**src/rtl/ahb3lite_pkg.sv**
```systemverilog
// Shared AHB-Lite types and helpers for the single-master initiator.
// Command struct widths track the default AW/DW of ahb3lite_master.
package ahb3lite_pkg;

  localparam int unsigned AhbAw = 16;
  localparam int unsigned AhbDw = 32;

  typedef enum logic [1:0] {
    TransIdle   = 2'b00,
    TransBusy   = 2'b01,
    TransNonseq = 2'b10,
    TransSeq    = 2'b11
  } htrans_t;

  typedef enum logic [2:0] {
    SizeByte = 3'd0,
    SizeHalf = 3'd1,
    SizeWord = 3'd2
  } hsize_t;

  localparam logic [2:0] HburstSingle = 3'b000;

  typedef enum logic [1:0] {
    KindBus,
    KindLocalErr,
    KindAbort
  } slot_kind_t;

  typedef struct packed {
    logic             write;
    logic [AhbAw-1:0] addr;
    hsize_t           size;
    logic [AhbDw-1:0] wdata;
  } ahb_cmd_t;

  function automatic logic is_misaligned(input logic [2:0] size, input logic [1:0] addr_lo);
    return (size > 3'd2) || ((size == 3'd2) && (addr_lo != 2'b00)) ||
           ((size == 3'd1) && addr_lo[0]);
  endfunction

endpackage

```
**src/rtl/ahb3lite_master.sv**
```systemverilog
// AHB-Lite single-transfer initiator: valid/ready commands in, pipelined NONSEQ transfers out,
// one in-order response per accepted command.
module ahb3lite_master
  import ahb3lite_pkg::*;
#(
  parameter int unsigned AW        = AhbAw,
  parameter int unsigned DW        = AhbDw,
  parameter logic [3:0]  HPROT_VAL = 4'b0011
) (
  input  logic          HCLK,
  input  logic          HRESETn,
  input  logic          cmd_valid,
  output logic          cmd_ready,
  input  logic          cmd_write,
  input  logic [AW-1:0] cmd_addr,
  input  logic [2:0]    cmd_size,
  input  logic [DW-1:0] cmd_wdata,
  output logic          rsp_valid,
  output logic [DW-1:0] rsp_rdata,
  output logic          rsp_err,
  output logic          rsp_abort,
  output logic          HSEL,
  output logic [AW-1:0] HADDR,
  output logic [1:0]    HTRANS,
  output logic          HWRITE,
  output logic [2:0]    HSIZE,
  output logic [2:0]    HBURST,
  output logic [3:0]    HPROT,
  output logic [DW-1:0] HWDATA,
  input  logic          HREADY,
  input  logic [DW-1:0] HRDATA,
  input  logic          HRESP
);

  // Address slot. r_a_cmd is only rewritten by BUS commands so the bus fields hold otherwise.
  logic       r_a_valid;
  slot_kind_t r_a_kind;
  ahb_cmd_t   r_a_cmd;

  // Data slot; its write data lives directly in the HWDATA register.
  logic          r_d_valid;
  slot_kind_t    r_d_kind;
  logic          r_d_write;
  logic [DW-1:0] r_hwdata;

  logic          r_rsp_valid;
  logic [DW-1:0] r_rsp_rdata;
  logic          r_rsp_err;
  logic          r_rsp_abort;

  logic       w_a_bus;
  logic       w_d_busy;
  logic       w_err_first;
  logic       w_accept;
  slot_kind_t w_new_kind;
  ahb_cmd_t   w_cmd;

  always_comb begin
    w_cmd.write = cmd_write;
    w_cmd.addr  = cmd_addr;
    w_cmd.size  = hsize_t'(cmd_size);
    w_cmd.wdata = cmd_wdata;
  end

  assign w_a_bus     = r_a_valid && (r_a_kind == KindBus);
  assign w_d_busy    = r_d_valid && (r_d_kind == KindBus);
  assign w_err_first = !HREADY && HRESP && w_d_busy;
  assign w_new_kind  = is_misaligned(cmd_size, cmd_addr[1:0]) ? KindLocalErr : KindBus;

  // Hold off during the second ERROR cycle so the queued transfer cannot slip past the abort.
  assign cmd_ready = !r_a_valid || (HREADY && !(HRESP && w_d_busy));
  assign w_accept  = cmd_valid && cmd_ready;

  always_ff @(posedge HCLK or negedge HRESETn) begin
    if (!HRESETn) begin
      r_a_valid <= 1'b0;
      r_a_kind  <= KindBus;
      r_a_cmd   <= '0;
      r_d_valid <= 1'b0;
      r_d_kind  <= KindBus;
      r_d_write <= 1'b0;
      r_hwdata  <= '0;
    end else begin
      if (HREADY) begin
        r_d_valid <= r_a_valid;
        r_d_kind  <= r_a_kind;
        r_d_write <= r_a_cmd.write;
        if (w_a_bus && r_a_cmd.write) begin
          r_hwdata <= r_a_cmd.wdata;
        end
      end
      if (w_accept) begin
        r_a_valid <= 1'b1;
        r_a_kind  <= w_new_kind;
        if (w_new_kind == KindBus) begin
          r_a_cmd <= w_cmd;
        end
      end else if (HREADY) begin
        r_a_valid <= 1'b0;
      end else if (w_err_first && w_a_bus) begin
        r_a_kind <= KindAbort;
      end
    end
  end

  always_ff @(posedge HCLK or negedge HRESETn) begin
    if (!HRESETn) begin
      r_rsp_valid <= 1'b0;
      r_rsp_rdata <= '0;
      r_rsp_err   <= 1'b0;
      r_rsp_abort <= 1'b0;
    end else if (HREADY && r_d_valid) begin
      r_rsp_valid <= 1'b1;
      r_rsp_err   <= (r_d_kind != KindBus) || HRESP;
      r_rsp_abort <= (r_d_kind == KindAbort);
      r_rsp_rdata <= ((r_d_kind == KindBus) && !r_d_write && !HRESP) ? HRDATA : '0;
    end else begin
      r_rsp_valid <= 1'b0;
      r_rsp_rdata <= '0;
      r_rsp_err   <= 1'b0;
      r_rsp_abort <= 1'b0;
    end
  end

  assign HSEL   = w_a_bus;
  assign HTRANS = w_a_bus ? TransNonseq : TransIdle;
  assign HADDR  = r_a_cmd.addr;
  assign HWRITE = r_a_cmd.write;
  assign HSIZE  = r_a_cmd.size;
  assign HBURST = HburstSingle;
  assign HPROT  = HPROT_VAL;
  assign HWDATA = r_hwdata;

  assign rsp_valid = r_rsp_valid;
  assign rsp_rdata = r_rsp_rdata;
  assign rsp_err   = r_rsp_err;
  assign rsp_abort = r_rsp_abort;

endmodule

```
**config.mk**
```make
export PLATFORM = sky130hd
export DESIGN_NAME = ahb3lite_master
export DESIGN_NICKNAME = d
export VERILOG_FILES = /design/src/rtl/ahb3lite_pkg.sv /design/src/rtl/ahb3lite_master.sv
export SDC_FILE = /design/constraint.sdc
export NUM_CORES = 1
export LEC_CHECK = 0
export CAP_MARGIN = 20
export CELL_PAD_IN_SITES_DETAIL_PLACEMENT = 2
export CELL_PAD_IN_SITES_GLOBAL_PLACEMENT = 2
export CORE_MARGIN = 3
export CORE_UTILIZATION = 30
export CTS_BUF_LIST = sky130_fd_sc_hd__clkbuf_4 sky130_fd_sc_hd__clkbuf_8 sky130_fd_sc_hd__clkbuf_16
export DETAILED_ROUTE_END_ITERATION = 7
export PLACE_DENSITY_LB_ADDON = 0.1
export SETUP_SLACK_MARGIN = 0.5
export SLEW_MARGIN = 5
export SYNTH_ARGS = -nofsm -noshare
export SYNTH_HDL_FRONTEND = slang
export SYNTH_SLANG_ARGS = --single-unit
```
**constraint.sdc**
```tcl
create_clock -name HCLK -period 2.15 [get_ports HCLK]
set_input_delay 0.43 -clock HCLK [delete_from_list [all_inputs] [get_ports HCLK]]
set_output_delay 0.43 -clock HCLK [all_outputs]
set_load 0.01 [all_outputs]
```
==> summary.md, run 1 <==
| Metric | Value |
|---|---|
| Status | finished clean |
| IO Port Bufs | 178 |
| Layout cells sized above 1 | 32.4% |
| Die width | 136 um |
| Slew Limit Fails | 0 |
| Final setup viols | 0 |
| First-pass GRT wire length | 22,100 um |
| Pin count of the biggest net entering global routing | 49 |
| Setup slack, reg-to-reg | 0.29 ns |
| RSZ-0062 raised after global routing | yes |
| Final Critical Period | 1.86 ns |
| Placeable Area | 16,200 um^2 |
| CTS Buffer Depth | 2 |
| Pre-CTS setup slack | -0.0971 ns |
| Yosys top cell by area | dfrtp_1 |
| Critical hold path startpoint | r_d_kind[0] |
| CTS H-Tree Depth | 4 |
| Crit path cell chain | and4bb_4 -> buf_12 -> o22ai_4 -> o211ai_4 -> buf_12 -> clkbuf_16 -> mux2_4 |
| Number of buffers created by CTS | 17 |
| Reg2reg start | r_d_kind[0] |
| Vias per cell | 4.35 |
| Routed Antenna Nets | 0 |
| CTS sink cnt | 126 |
| Final GP Congestion | 0.666 |
| Via count | 3,237 |
| CP arrival | 2.16 ns |
| Ratio of final minimum period to clock period | 86.6% |
| DP HPWL | 9110 um |
| Static Leak | 0.00407 uW |
| MaxCap Viol Count | 0 |
| Initial core utilization | 31.2% |
| HP Class | register to register |
| Vias in the first global route | 3,755 |
| Root Driver | clkbuf_16 |
| Drt drc | 0 |
| Power per Cell Area | 1040 nW/um^2 |
| Critical Path Fanout Max | 7 |
| Diode count | 0 |
| Commonest non-fill, non-tap cells in the layout | 123 x dfrtp_1, 87 x clkdlybuf4s50_1, 87 x dlygate4sd2_1 |
| Worst setup SP type | register |
| CTS tree | yes |
| Total global routing overflow | 0 |
| Min Hold Slack | 0.493 ns |
| Rows | 46 |
| IO Count | 187 |
| Final setup margin | 0.287 ns |
| Sequential-to-total area share from yosys stat | 62.2% |
| Worst setup EP type | register |
| Nets@finish | 605 |
| Final count of hold timing violations | 0 |
| TNS Setup | 0 ns |
| Synthesized area per cell | 16.1 um^2 |
| 1st-pass router iterations | 3 |
| Clk_skew | 0.00887 ns |
| Initial antenna violation count | 0 |
| CP Class | register to register |
| Clock latency at the later pin of the worst-skew pair | 0.42 ns |
| Flops & latches, synth | 126 |
| Peak supply drop | 567 uV |
| Design area | 8060 um^2 |
| Achievable Freq | 0.537 GHz |
| CP dominant cell by count | buf_12 |
| Cell Area, Synth | 5070 um^2 |
| Die Y | 136 um |
| Synth top area cells | dfrtp_1 62%, mux2_4 14%, mux2_2 8.4%, buf_4 4.1%, and2_1 4.1% |
| Worst EP required | 2.44 ns |
| Synth-to-Final Area Change | 59.0% |
| Area after DPL | 7050 um^2 |
| Iteration-0 DRC Markers | 82 |
| CP startpoint | r_d_kind[0] |
| Die ar. | 18,500 um^2 |
| Unique masters post-synth | 28 |
| CP Buf/Inv Count | 3 |
| Delay-heaviest family, CP | buffers and inverters |
| Most common cell after layout, fill and taps aside | dfrtp_1 |
| WL final | 14,700 um |
| Total track usage | 16.0% |
| Wire length per cell | 19.8 um |
| Crit path max-delay cell type | dfrtp_1 |
| Mapped Cells | 315 |
| Synth top area share | 62.2% |
| CP peak stage delay | 0.41 ns |
| CTS clk-pin slew, worst paths | 0.05 ns |
| Final Core Density | 49.7% |
| Syn. warnings | 0 |
==> cell usage after synthesis <==
| library cell | count |
|---|---|
| a21o_1 | 1 |
| a21oi_1 | 3 |
| a22o_1 | 1 |
| and2_1 | 33 |
| and3_1 | 1 |
| and4bb_4 | 1 |
| buf_12 | 3 |
| buf_2 | 1 |
| buf_4 | 28 |
| buf_6 | 6 |
| clkbuf_1 | 3 |
| conb_1 | 2 |
| dfrtp_1 | 126 |
| inv_1 | 5 |
| mux2_1 | 1 |
| mux2_2 | 38 |
| mux2_4 | 48 |
| nand2_1 | 3 |
| nor2b_1 | 1 |
| nor3_1 | 1 |
| nor3_2 | 1 |
| nor3b_1 | 1 |
| nor3b_2 | 1 |
| o211ai_4 | 1 |
| o21a_1 | 1 |
| o21ai_0 | 2 |
| o22ai_4 | 1 |
| or3_1 | 1 |
==> flip-flops by register name, indices dropped and copies added (netlist names), 2 cells and up <==
register	flops
HSIZE	3
r_a_kind	2
HWDATA	32
HADDR	16
r_d_kind	2
r_a_cmd	32
rsp_rdata	32
==> repair_timing <==
item | in CTS | in global routing
hold buffers | 1 | 0
gates resized for setup | 126 | 27
setup buffers | 11 | 1
endpoints found under the setup margin | 173 | 88
endpoints found under the hold margin | 43 | 0
gates cloned | 5 | 4
pin swaps | 1 | 1
==> final timing paths <==
| check | cells after the start | endpoint |
|---|---|---|
| max | 7 | r_a_cmd[18] |
| min | 1 | rsp_abort |
| max reg2reg | 7 | r_a_cmd[18] |
| min reg2reg | 1 | rsp_abort |
| max in group asynchronous | 3 | HWDATA[5] |
| min in group asynchronous | 2 | HADDR[13] |
==> through the flow <==
step | std cells | total power, uW
3_5_place_dp | 691 | 5490
6_report | 744 | 8350
4_1_cts | 739 | 8290
2_1_floorplan | 321 | 4370
5_1_grt | 744 | 8800
3_3_place_gp | 691 | 5410
==> per-layer routing <==
layer	vias to the layer above	part of all wire [%]	global-route usage (%)
met4	0	1.6	4.82
met1	1670	39	18.9
li1	1428	-	-
met3	21	8.0	7.85
met2	118	52	25.9
met5	-	0	0
==> kinds of logic (layout without fill, tap and decap cells) <==
group | Yosys count | in the layout | share of synthesized area (%)
muxes | 87 | 87 | 22.9
DFF | 126 | 126 | 62.2
AOI/OAI and AO/OA | 10 | 10 | 1.78
and+or+nand+nor | 44 | 44 | 5.68
buffers and inverters | 46 | 253 | 7.35
other | 2 | 8 | 0.148
==> layout make-up <==
cell class | count | area (um^2)
fill | 1541 | 8170
sequential | 126 | 3160
timing repair buffer | 217 | 2310
multi-input combinational | 149 | 1720
clock buffer | 21 | 480
tap | 216 | 270
clock inverter | 10 | 113
inverter | 5 | 18.8
==> report_power, final <==
part           total, uW  internal [uW]  switching (uW)
clock network       2870           1810            1050
registers           3320           2960             355
logic               2170           1400             773
Note: power is estimated with default switching activity, not from simulation.
==> run 2: changes to the inputs <==
- REMOVE_ABC_BUFFERS: unset -> 1
==> run 2 against run 1 <==
  * Clock power up 3%
  * Highest routed layer unchanged
  * Non-clock buffer count fell by 5
  * First-iteration DRC count grew 9.8%
  * Die area did not move
  * Critical path depth unchanged
==> summary.md, run 2 (synthesis results as in run 1) <==
| Metric | Value |
|---|---|
| Status | finished clean |
| Final Critical Period | 1.85 ns (-0.0119 ns) |
| Area after DPL | 6940 um^2 (-1.5%) |
| Final setup margin | 0.299 ns (+0.0119 ns) |
| RSZ-0062 raised after global routing | yes |
| Worst slew pin tran | 0.537 ns |
| CTS clk-pin slew, worst paths | 0.06 ns (about the same) |
| Sw Ratio | 25.9% (-0.21 points) |
| Filler cell count | 1,582 (+2.7%) |
| Worst setup EP type | register |
| Final Core Density | 48.8% (-0.85 points) |
| Root Driver | clkbuf_16 |
| 1st-pass router iterations | 3 (unchanged) |
| Final count of hold timing violations | 0 (unchanged) |
| Clock power frac | 35.2% (+0.9 points) |
| Wire length per cell | 20.2 um (+1.9%) |
| Final GP Congestion | 0.692 (+4.0%) |
| Via count | 3,207 (-0.93%) |
| Most common cell after layout, fill and taps aside | dfrtp_1 |
| Comb pwr share | 25.4% (-0.6 points) |
| Crit path cell chain | and4bb_4 -> buf_6 -> o22ai_4 -> o211ai_4 -> buf_12 -> buf_12 -> mux2_2 |
| TNS Setup | 0 ns (unchanged) |
| Final setup viols | 0 (unchanged) |
| Worst setup SP type | register |
| CP Class | register to register |
| CP dominant cell by count | buf_12 |
| IO Port Bufs | 178 (unchanged) |
| Crit path max-delay cell type | dfrtp_1 |
| IO Count | 187 (unchanged) |
| Static Leak | 0.00401 uW (-1.5%) |
| CTS Buffer Depth | 2 (unchanged) |
| WL final | 14,900 um (+1.2%) |
| Vias in the first global route | 3,843 (+2.3%) |
| CP startpoint | r_d_kind[0] |
| Initial core utilization | 31.2% (unchanged) |
| Reg2reg start | r_d_kind[0] |
| CP arrival | 2.15 ns (about the same) |
| Pin count of the biggest net entering global routing | 91 (+86%) |
| CTS sink cnt | 126 (unchanged) |
| Rows | 46 (unchanged) |
| Ratio of final minimum period to clock period | 86.1% (-0.55 points) |
| Placeable Area | 16,200 um^2 (unchanged) |
| Critical Path Fanout Max | 12 (+5) |
| Vias per cell | 4.34 (-0.26%) |
| MaxCap Viol Count | 0 (unchanged) |
| Slew headroom | 64.2% |
| DP HPWL | 9080 um (-0.42%) |
| Iteration-0 DRC Markers | 90 (+9.8%) |
| Delay-heaviest family, CP | buffers and inverters |
| HP Class | input port to async pin |
| Register area | 3160 um^2 (unchanged) |
| Die width | 136 um (unchanged) |
| CP Buf/Inv Count | 3 (unchanged) |
| Peak supply drop | 568 uV (+0.28%) |
| Sequential share of power | 39.3% (-0.4 points) |
| Layout cells sized above 1 | 31.5% (-0.84 points) |
| Clock latency at the later pin of the worst-skew pair | 0.43 ns (about the same) |
| Synth-to-Final Area Change | 56.3% |
| Routed Antenna Nets | 0 (unchanged) |
| Number of buffers created by CTS | 17 (unchanged) |
| First-pass GRT wire length | 22,300 um (+0.66%) |
| Diode count | 0 (unchanged) |
| CP peak stage delay | 0.39 ns (-0.02 ns) |
| Int Power | 6240 uW (+1.1%) |
| Die Y | 136 um (unchanged) |
| Total global routing overflow | 0 (unchanged) |
| Nets@finish | 600 (-0.83%) |
| Sw power | 2180 uW (about the same) |
| Die ar. | 18,500 um^2 (unchanged) |
| Commonest non-fill, non-tap cells in the layout | 123 x dfrtp_1, 88 x dlygate4sd2_1, 86 x clkdlybuf4s50_1 |
| Worst EP required | 2.45 ns (about the same) |
| Pre-CTS setup slack | -0.151 ns (-0.0542 ns) |
| Drt drc | 0 (unchanged) |
| Clk_skew | 0.0134 ns (+0.00457 ns) |
| CTS tree | yes |
| Area of the multi-input gates | 1700 um^2 (-1.0%) |
| CTS H-Tree Depth | 4 (unchanged) |
| Power per Cell Area | 1060 nW/um^2 (+2.6%) |
| Total track usage | 16.2% (+0.21 points) |
| Design area | 7930 um^2 (-1.7%) |
| Slew Limit Fails | 0 (unchanged) |
| Initial antenna violation count | 0 (unchanged) |
| Achievable Freq | 0.540 GHz (+0.64%) |
[run 2: layer usage]
metal,global-route usage (%),routed length [um],share of wire (%),up-vias
met5,0,0,0,-
met4,5.88,167,1.1,0
met3,8.44,1540,10,11
met2,26.6,7470,50,131
met1,18.1,5720,38,1651
li1,-,-,-,1414
[run 2: power groups by stage]
stage,registers (uW),logic [uW],clock network [uW]
global placement,3290,2100,0
finish,3310,2140,2970
CTS,3290,2010,3060
detailed placement,3320,2160,0
floorplan,3440,756,0
global route,3390,2290,3170
[run 2: area by class of cell]
class / count / share of cell area, %
Tap cell: 216 / 3.41
Clock buffer: 21 / 5.98
Timing Repair Buffer: 212 / 27.4
Sequential cell: 126 / 39.8
Multi-Input combinational cell: 149 / 21.4
Clock inverter: 10 / 1.72
Inverter: 5 / 0.237
[run 2: worst reg2reg max path: cells and delay by family, from the launching register on]
family                 cells  cell delay (ns)
buffers and inverters      3             0.42
flip-flops                 1             0.39
AND/OR/NAND/NOR            1             0.36
multiplexers               1             0.35
AO/OA/AOI/OAI              2             0.21
[run 2: stage by stage]
step | power (uW) | hold slack [ns] | std cells
detailed placement | 5480 | 0.474 | 684
floorplan | 4200 | 0.134 | 280
CTS | 8360 | 0.0774 | 731
global placement | 5390 | 0.469 | 684
global route | 8860 | 0.0853 | 739
finish | 8430 | 0.0325 | 739
[run 2: timing repair]
item                       4_1_cts  5_1_grt
setup buffers                   11        6
pin swaps                        2        1
hold buffers                     0        0
setup endpoints to repair      173       87
gates resized for setup        122       27
cloned                           5        2
[run 2: path summary, 6_finish.rpt]
check                              end  slack [ns]  depth (start not counted)
min in group HCLK             HSIZE[2]        0.49                          1
hold / removal              HWDATA[18]        0.03                          2
max in group asynchronous     HADDR[4]        1.67                          2
setup / recovery           r_a_cmd[27]        0.30                          7
setup reg to reg           r_a_cmd[27]        0.30                          7
hold reg to reg               HSIZE[2]        0.49                          1
